**src/rtl/rv_decode_pkg.sv**
```systemverilog
// Shared RV32I decode definitions: opcodes, the decoded-entry record and
// the immediate generator used by the classifier.
package rv_decode_pkg;

  localparam int DEC_XLEN = 32;

  localparam logic [6:0] OP_R     = 7'b0110011;
  localparam logic [6:0] OP_I     = 7'b0010011;
  localparam logic [6:0] OP_L     = 7'b0000011;
  localparam logic [6:0] OP_S     = 7'b0100011;
  localparam logic [6:0] OP_B     = 7'b1100011;
  localparam logic [6:0] OP_JAL   = 7'b1101111;
  localparam logic [6:0] OP_JALR  = 7'b1100111;
  localparam logic [6:0] OP_LUI   = 7'b0110111;
  localparam logic [6:0] OP_AUIPC = 7'b0010111;

  typedef struct packed {
    logic                is_r;
    logic                is_i;
    logic                is_l;
    logic                is_s;
    logic                is_b;
    logic                is_j;
    logic                is_jr;
    logic                is_lui;
    logic                is_aui;
    logic                illegal;
    logic [4:0]          rd;
    logic [4:0]          rs1;
    logic [4:0]          rs2;
    logic [2:0]          funct3;
    logic [6:0]          funct7;
    logic [DEC_XLEN-1:0] imm;
    logic [DEC_XLEN-1:0] pc;
  } decoded_t;

  // R-type and every unrecognised opcode yield a zero immediate.
  function automatic logic [DEC_XLEN-1:0] imm_gen(input logic [31:0] instr);
    logic [DEC_XLEN-1:0] imm;
    imm = '0;
    case (instr[6:0])
      OP_I, OP_L, OP_JALR: imm = {{20{instr[31]}}, instr[31:20]};
      OP_S:                imm = {{20{instr[31]}}, instr[31:25], instr[11:7]};
      OP_B:                imm = {{19{instr[31]}}, instr[31], instr[7],
                                  instr[30:25], instr[11:8], 1'b0};
      OP_LUI, OP_AUIPC:    imm = {instr[31:12], 12'b0};
      OP_JAL:              imm = {{11{instr[31]}}, instr[31], instr[19:12],
                                  instr[20], instr[30:21], 1'b0};
      default:             imm = '0;
    endcase
    return imm;
  endfunction

endpackage

```
**src/rtl/instr_classify.sv**
```systemverilog
// Combinational RV32I classifier: raw word + PC -> packed decoded entry.
module instr_classify
  import rv_decode_pkg::*;
(
  input  logic [31:0]          instr,
  input  logic [DEC_XLEN-1:0]  pc,
  output decoded_t             entry
);

  always_comb begin
    entry        = '0;
    entry.rd     = instr[11:7];
    entry.rs1    = instr[19:15];
    entry.rs2    = instr[24:20];
    entry.funct3 = instr[14:12];
    entry.funct7 = instr[31:25];
    entry.imm    = imm_gen(instr);
    entry.pc     = pc;
    // All legal opcodes end in 2'b11, so the default also catches instr[1:0]!=11.
    case (instr[6:0])
      OP_R:     entry.is_r   = 1'b1;
      OP_I:     entry.is_i   = 1'b1;
      OP_L:     entry.is_l   = 1'b1;
      OP_S:     entry.is_s   = 1'b1;
      OP_B:     entry.is_b   = 1'b1;
      OP_JAL:   entry.is_j   = 1'b1;
      OP_JALR:  entry.is_jr  = 1'b1;
      OP_LUI:   entry.is_lui = 1'b1;
      OP_AUIPC: entry.is_aui = 1'b1;
      default:  entry.illegal = 1'b1;
    endcase
  end

endmodule

```
**src/rtl/instr_type_decode.sv**
```systemverilog
// Decode front end: classifier feeding a 2-entry skid buffer, with flush
// and a saturating count of accepted illegal words.
module instr_type_decode
  import rv_decode_pkg::*;
#(
  parameter int XLEN  = 32,
  parameter int CNT_W = 16
) (
  input  logic             clk,
  input  logic             rst,
  input  logic             in_valid,
  output logic             in_ready,
  input  logic [31:0]      instr,
  input  logic [XLEN-1:0]  pc_in,
  input  logic             flush,
  output logic             out_valid,
  input  logic             out_ready,
  output logic             R,
  output logic             I,
  output logic             L,
  output logic             S,
  output logic             B,
  output logic             J,
  output logic             Jr,
  output logic             lui,
  output logic             aui,
  output logic             illegal,
  output logic [4:0]       rd,
  output logic [4:0]       rs1,
  output logic [4:0]       rs2,
  output logic [2:0]       funct3,
  output logic [6:0]       funct7,
  output logic [XLEN-1:0]  imm,
  output logic [XLEN-1:0]  pc_out,
  output logic [CNT_W-1:0] illegal_count
);

  decoded_t         new_entry;
  decoded_t         out_q, out_d;
  decoded_t         skid_q, skid_d;
  logic             out_valid_q, out_valid_d;
  logic             skid_valid_q, skid_valid_d;
  logic [CNT_W-1:0] cnt_q, cnt_d;
  logic             accept;

  instr_classify u_classify (
    .instr (instr),
    .pc    (pc_in),
    .entry (new_entry)
  );

  // in_ready comes straight from a flop so out_ready never reaches it combinationally.
  assign in_ready = !skid_valid_q;
  assign accept   = in_valid && in_ready && !flush;

  always_comb begin
    out_d        = out_q;
    skid_d       = skid_q;
    out_valid_d  = out_valid_q;
    skid_valid_d = skid_valid_q;
    cnt_d        = cnt_q;
    if (flush) begin
      out_valid_d  = 1'b0;
      skid_valid_d = 1'b0;
    end else if (!out_valid_q || out_ready) begin
      // Output slot frees up: the skid entry is older, so it goes first.
      if (skid_valid_q) begin
        out_d        = skid_q;
        out_valid_d  = 1'b1;
        skid_valid_d = 1'b0;
      end else if (accept) begin
        out_d       = new_entry;
        out_valid_d = 1'b1;
      end else begin
        out_valid_d = 1'b0;
      end
    end else if (accept) begin
      skid_d       = new_entry;
      skid_valid_d = 1'b1;
    end
    if (accept && new_entry.illegal && (cnt_q != {CNT_W{1'b1}}))
      cnt_d = cnt_q + {{(CNT_W-1){1'b0}}, 1'b1};
  end

  always_ff @(posedge clk or posedge rst) begin
    if (rst) begin
      out_q        <= '0;
      skid_q       <= '0;
      out_valid_q  <= 1'b0;
      skid_valid_q <= 1'b0;
      cnt_q        <= '0;
    end else begin
      out_q        <= out_d;
      skid_q       <= skid_d;
      out_valid_q  <= out_valid_d;
      skid_valid_q <= skid_valid_d;
      cnt_q        <= cnt_d;
    end
  end

  assign out_valid     = out_valid_q;
  assign R             = out_q.is_r;
  assign I             = out_q.is_i;
  assign L             = out_q.is_l;
  assign S             = out_q.is_s;
  assign B             = out_q.is_b;
  assign J             = out_q.is_j;
  assign Jr            = out_q.is_jr;
  assign lui           = out_q.is_lui;
  assign aui           = out_q.is_aui;
  assign illegal       = out_q.illegal;
  assign rd            = out_q.rd;
  assign rs1           = out_q.rs1;
  assign rs2           = out_q.rs2;
  assign funct3        = out_q.funct3;
  assign funct7        = out_q.funct7;
  assign imm           = out_q.imm;
  assign pc_out        = out_q.pc;
  assign illegal_count = cnt_q;

endmodule
```
**config.mk**
```make
export PLATFORM = sky130hd
export DESIGN_NAME = instr_type_decode
export DESIGN_NICKNAME = d
export VERILOG_FILES = /design/src/rtl/rv_decode_pkg.sv /design/src/rtl/instr_classify.sv /design/src/rtl/instr_type_decode.sv
export SDC_FILE = /design/constraint.sdc
export NUM_CORES = 1
export LEC_CHECK = 0
export BUFFER_PORTS_ARGS = -buffer_cell sky130_fd_sc_hd__buf_2
export CORE_MARGIN = 4
export CORE_UTILIZATION = 41
export DETAILED_ROUTE_END_ITERATION = 12
export HOLD_SLACK_MARGIN = 0.05
export PLACE_DENSITY = 0.65
export SLEW_MARGIN = 20
export SYNTH_ARGS = -nofsm -noshare
export SYNTH_HDL_FRONTEND = slang
export SYNTH_SLANG_ARGS = --single-unit
```
**constraint.sdc**
```tcl
create_clock -name clk -period 7.96 [get_ports clk]
set_input_delay 0.796 -clock clk [delete_from_list [all_inputs] [get_ports clk]]
set_output_delay 0.796 -clock clk [all_outputs]
set_load 0.03 [all_outputs]
```
==> flow_summary.toml, run 1 <==
[floorplan]
start_util_pct = 42.0
ioPinCount = 186
die_area_um2 = 25000
die_y_um = 158
die_w_um = 158
num_rows = 54
core_um2 = 22000

[grt]
grt_first_pass_wirelength_um = 38600
antenna_found_initial = 2
first_global_vias = 7100
track_usage_pct = 19.2
grt_max_degree = 154
grt_overflow = 0

[sta]
min_period_ps = 3530
slew_viol_final = 0
hold-worst-slack_ps = 449
clock.fmax_mhz = 284
tightest_slew_ps = 961
fin_tns_setup_ps = 0
finalCritPeriodShare_pct = 44.3
fin_ws_ps = 4430
hold_violations = 0
rsz0062_at_grt = "no"
slew_headroom_pct = 35.9
finClkSkew_ps = 13.9
setup_viol = 0

[clock_tree]
htreeDepth = 1
cts_hold_buf = 0
cts.path.max_buffers = 3
ctsRootBufferMaster = "clkbuf_16"
clk_latency_ps = 510
cts_tree = "built"
cts_setup_buffers = 0
clk_pin_slew_worst_paths_ps = 60
cts_sinks = 216
post_cts_resized = 0
cts_made_buffers = 24

[setup_path]
start_kind = "flop"
r2r_end = "imm[28]"
critPathKind = "flop to output port"
r2r-start = "skid_valid_q"
slowest_stage = "dfrtp_4"
critPathBufInv = 4
crit_fanout = 52
end_kind = "output port"
critPathLaunch = "skid_valid_q"
r2r_cells = 6
cp.arrival_ps = 2730
crit_top_cell = "buf_4"
r2r_setup_slack_ps = 4850
crit_family = "buffers and inverters"
crit_chain = "buf_4, inv_1, buf_4, buf_2"
crit_path_max_incr_delay_ps = 800
critPathRequiredTime_ps = 7160

[synth]
yosys_most_used_dff = "dfrtp_1"
async_flop_share_pct = 100
synth_warnings = 0
ys_seq_elements = 216
synthesis.area_um2 = 9260
yosysTopAreaCell = "dfrtp_1"
yosysSeqAreaShare_pct = 58.4
yosys.area.top_type_share_pct = 58.4
syn_nets = 1038
synth_edf_count = 0
synth.distinct_cells = 48
syn_avg_cell_area_um2 = 9.56
postSynthCellCount = 968
yosys-top-cells-area = "dfrtp_1, nand2_1, mux2i_1"

[pwr]
power_leakage_uw = 0.00548
p_per_area_nw_per_um2 = 286
vdd_ir_drop_max_v = 0.000166

[routing]
routed_via_density = 5.18
num_vias = 7369
dr.pass1.iters = 5
drc = 0
antenna_left = 0
first_iter_violations = 674
wl_per_cell_um = 17.2
wl_um = 24500

[placement]
placed_cells = 1379
dp_hpwl_um = 15800
gp_congestion = 0.786
io_buffers = 185
dpl_worst_slack_ps = 4750

[finish]
nets = 1195
finalNonFillerCells = 1423
multi_input_area_um2 = 3610
final_common_cell = "nand2_1"
syn_to_final_growth_pct = 22.3
drive_gt1_share_pct = 21.7
final_core_util_pct = 51.4
seqCellArea_um2 = 5410
n_antenna_cell = 0
fillers = 2082
layout_common_cells = "nand2_1, dfrtp_1, buf_2"

[worst_hold_path]
hold_class = "input port to asynchronous set/reset pin"

[outcome]
status = "complete, no violations"

[flow_run]
drv_cap = 0
-- how the worst max path moves through the flow --
stage | slack, ps | to | cells after the start
after detailed placement | 4750 | imm[24] | 7
after global placement | 4860 | imm[20] | 7
after global routing | 4310 | in_ready | 4
after CTS | 4440 | in_ready | 4
after floorplan | 1260 | B | 1
final | 4430 | in_ready | 4
-- cells by family (layout without fill, tap and decap cells) --
kind of cell               Yosys count  after routing  synth area share [%]
adders and majority gates            1              1                 0.135
buffers and inverters               66            241                  2.85
xor gates and xnor gates            14             14                  1.32
and+or+nand+nor                    416            416                  19.0
AOI/OAI and AO/OA                  194            194                  11.7
muxes                               61             61                  6.62
DFF                                216            216                  58.4
-- synth_stat cells (2+ instances only) --
| master | instances |
|---|---|
| inv_1 | 5 |
| xor2_1 | 5 |
| o311ai_0 | 2 |
| o31ai_1 | 2 |
| mux2i_1 | 59 |
| buf_2 | 13 |
| or3_1 | 21 |
| o21ai_0 | 102 |
| a221o_1 | 6 |
| o211ai_1 | 2 |
| nor4_1 | 3 |
| and3_1 | 9 |
| nor3_1 | 5 |
| nand4_1 | 7 |
| mux2_2 | 2 |
| nand2_1 | 299 |
| and4b_1 | 2 |
| clkbuf_1 | 45 |
| o22ai_1 | 5 |
| nand2b_1 | 4 |
| xnor2_1 | 9 |
| o21a_1 | 4 |
| nor2_1 | 47 |
| buf_1 | 3 |
| nand3_1 | 8 |
| dfrtp_1 | 216 |
| a31oi_1 | 2 |
| a22oi_1 | 5 |
| a21oi_1 | 56 |
| nand4b_1 | 2 |
-- power by group --
group	switching, µW	total [µW]	internal [µW]
registers	111	1390	1280
logic	390	562	172
clock network	448	1290	843
-- final cells by class --
class | count | area share [%]
sequential | 216 | 47.8
multi-input combinational | 686 | 31.9
timing repair buffer | 192 | 8.68
clock buffer | 31 | 6.17
tap | 280 | 3.09
clock inverter | 13 | 2.12
inverter | 5 | 0.276
-- sequential cells by signal (all words and copies together), names as in the netlist --
| register | count |
|---|---|
| skid_valid_q | 1 |
| funct3 | 3 |
| S | 1 |
| pc_out | 32 |
| rs1 | 5 |
| J | 1 |
| Jr | 1 |
| illegal | 1 |
| B | 1 |
| skid_q | 99 |
| rd | 5 |
| lui | 1 |
| L | 1 |
| aui | 1 |
| out_valid | 1 |
| illegal_count | 16 |
| funct7 | 7 |
| I | 1 |
| rs2 | 5 |
| R | 1 |
| imm | 32 |
-- routing by layer --
layer | GRT usage [%] | part of all wire, % | up-vias
met3 | 4.08 | 6.7 | 37
li1 | - | - | 3588
met5 | 0 | 0.11 | -
met2 | 29.8 | 45 | 239
met4 | 3.66 | 1.6 | 4
met1 | 28.3 | 46 | 3501
-- per-stage QoR --
stage          power [µW]  cell area [µm²]
6_report             3240            11300
5_1_grt              3400            11300
4_1_cts              3280            11300
3_5_place_dp         1980            10400
3_3_place_gp         1960            10400
2_1_floorplan        1780             9260
Power figures use the tool's default switching activity.
==> inputs of run 2 (changes only) <==
Settings changed: ABC_AREA set to 1, PLACE_DENSITY 0.65 to 0.67.
Clock period 7.96 ns to 3.2 ns, I/O delays scaled along.
==> flow_summary.toml, run 2 <==
[placement]
placed_cells = 1693
gp_congestion = 0.843
io_buffers = 185
dpl_worst_slack_ps = 720
place_area_um2 = 11200
dp_hpwl_um = 17200

[clock_tree]
cts.path.max_buffers = 3
cts_made_buffers = 25
htreeDepth = 1
clk_latency_ps = 520
clk_pin_slew_worst_paths_ps = 60
cts_setup_buffers = 0
cts_tree = "built"
cts_sinks = 216
ctsRootBufferMaster = "clkbuf_16"

[routing]
wl_um = 25700
dr.pass1.iters = 5
num_vias = 8537
antenna_left = 0
routed_via_density = 4.89
first_iter_violations = 790
drc = 0
wl_per_cell_um = 14.7

[finish]
nets = 1474
layout_common_cells = "nand2_1, dfrtp_1, buf_2"
finalNonFillerCells = 1747
fillers = 2360
syn_to_final_growth_pct = 20.3
final_common_cell = "nand2_1"
final_area_um2 = 12100
regMostFlops = "skid_q"
drive_gt1_share_pct = 19.3
largest_reg_flops = 99

[floorplan]
ioPinCount = 186
start_util_pct = 41.6
die_w_um = 165
die_area_um2 = 27200
core_um2 = 24200
num_rows = 57
die_y_um = 165

[sta]
clock.fmax_mhz = 392
tightest_slew_ps = 742
fin_tns_setup_ps = 0
finalCritPeriodShare_pct = 79.7
slew_headroom_pct = 50.5
hold_violations = 0
rsz0062_at_grt = "no"
slew_viol_final = 0
setup_viol = 0
finClkSkew_ps = 8.60
fin_ws_ps = 651
min_period_ps = 2550

[setup_path]
crit_fanout = 178
crit_chain = "inv_4, buf_12, buf_2"
r2r_setup_slack_ps = 740
start_kind = "flop"
r2r_cells = 5
critPathRequiredTime_ps = 2880
slowest_stage = "dfrtp_1"
r2r_end = "L"
r2r-start = "skid_valid_q"
critPathKind = "flop to output port"
setup.worst_path.end = "in_ready"
critPathLaunch = "skid_valid_q"
end_kind = "output port"
crit_path_max_incr_delay_ps = 610
cp.arrival_ps = 2230

[synth]
yosysMostFrequentCell = "nand2_1"
muxShareOfSynthArea_pct = 0
async_flop_share_pct = 100
synth_compound_area_share_pct = 13.2
yosys.area.top_type_share_pct = 53.6
synth_fa_ha_area_share_pct = 0.124
synth_warnings = 0
synth_edf_count = 0
synthTopCellsByCount = "nand2_1, dfrtp_1, nor2_1, o21ai_0, inv_1"
yosys-top-cells-area = "dfrtp_1, nand2_1, o21ai_0"
synth_top_family_by_area = "simple AND/OR/NAND/NOR gates"
syn_nets = 1314
ys_seq_elements = 216
synth.distinct_cells = 30
synthXorXnorAreaFrac_pct = 1.13
yosysTopAreaCell = "dfrtp_1"
synthesis.area_um2 = 10100
yosysSeqAreaShare_pct = 53.6
postSynthCellCount = 1244
synthSimpleGateAreaFrac_pct = 25.1
yosys_most_used_dff = "dfrtp_1"
syn_avg_cell_area_um2 = 8.11

[worst_hold_path]
hp-start = "pc_in[31]"
hold_class = "input port to flop"

[grt]
grt_overflow = 0
antenna_found_initial = 0
track_usage_pct = 18.6
grt_first_pass_wirelength_um = 41200
first_global_vias = 7836
grt_max_degree = 179

[flow_run]
drv_cap = 0

[outcome]
status = "complete, no violations"

[pwr]
power_leakage_uw = 0.00659
vdd_ir_drop_max_v = 0.000311
p_per_area_nw_per_um2 = 649
[run 2: cell count changes after synthesis, moves of 28 or more]
cell,previous run,this run
inv_1,5,76
mux2i_1,59,0
nor2_1,47,156
nand3_1,8,54
a21oi_1,56,17
o21ai_0,102,133
nand2_1,299,365
a31oi_1,2,30
o21ai_1,0,64
[run 2: stage by stage]
stage / util (%) / total power [µW] / hold slack (ps)
2_1_floorplan: - / 4530 / 430
3_3_place_gp: 46.2 / 4950 / 451
3_5_place_dp: 46.2 / 5000 / 453
4_1_cts: 50.0 / 7970 / 51.1
5_1_grt: 50.0 / 8290 / 64.5
6_report: 50.0 / 7870 / 71.9
[run 2: layer usage]
metal  routed length (µm)  global-route usage, %
met1                11800                   27.8
met2                11800                   28.5
met3                 1840                   3.09
met4                  328                   3.82
met5                    0                      0
[run 2: how the worst min path moves through the flow]
stage / end / slack [ps] / cells past startpoint
after CTS: skid_q[0] / 50 / 3
final: skid_q[31] / 70 / 3
after global placement: pc_out[11] / 450 / 2
after detailed placement: pc_out[12] / 450 / 2
after floorplan: out_valid / 430 / 1
after global routing: skid_q[0] / 60 / 3
[run 2: area by class of cell]
cell class / count / area (µm²) / area share [%]
Antenna cell: 1 / 2.50 / 0.0206
Clock buffer: 33 / 696 / 5.74
Clock inverter: 12 / 151 / 1.25
Inverter: 84 / 327 / 2.69
Multi-Input combinational cell: 873 / 3990 / 32.9
Sequential cell: 216 / 5410 / 44.6
Tap cell: 324 / 405 / 3.34
Timing Repair Buffer: 204 / 1150 / 9.49
[run 2: power by group]
part	internal [µW]	switching [µW]
logic	473	986
registers	3220	270
clock network	1780	1150
[run 2: cells by family after synthesis]
logic type,Yosys count
AO/OA/AOI/OAI,252
XOR/XNOR,13
adder cells (fa/ha/maj),1
buffers and inverters,155
flip-flops,216
AND/OR/NAND/NOR,607
[run 2: worst max-delay path: cells and delay by family (launching register included)]
kind / cells / cell delay [ps]
DFF: 1 / 610
buffers and inverters: 3 / 960
[run 2: repair_timing]
item / CTS / global route
endpoints found under the setup margin: 0 / 0
hold buffers: 8 / 0
gates resized for setup: 0 / 0
endpoints found under the hold margin: 32 / 0
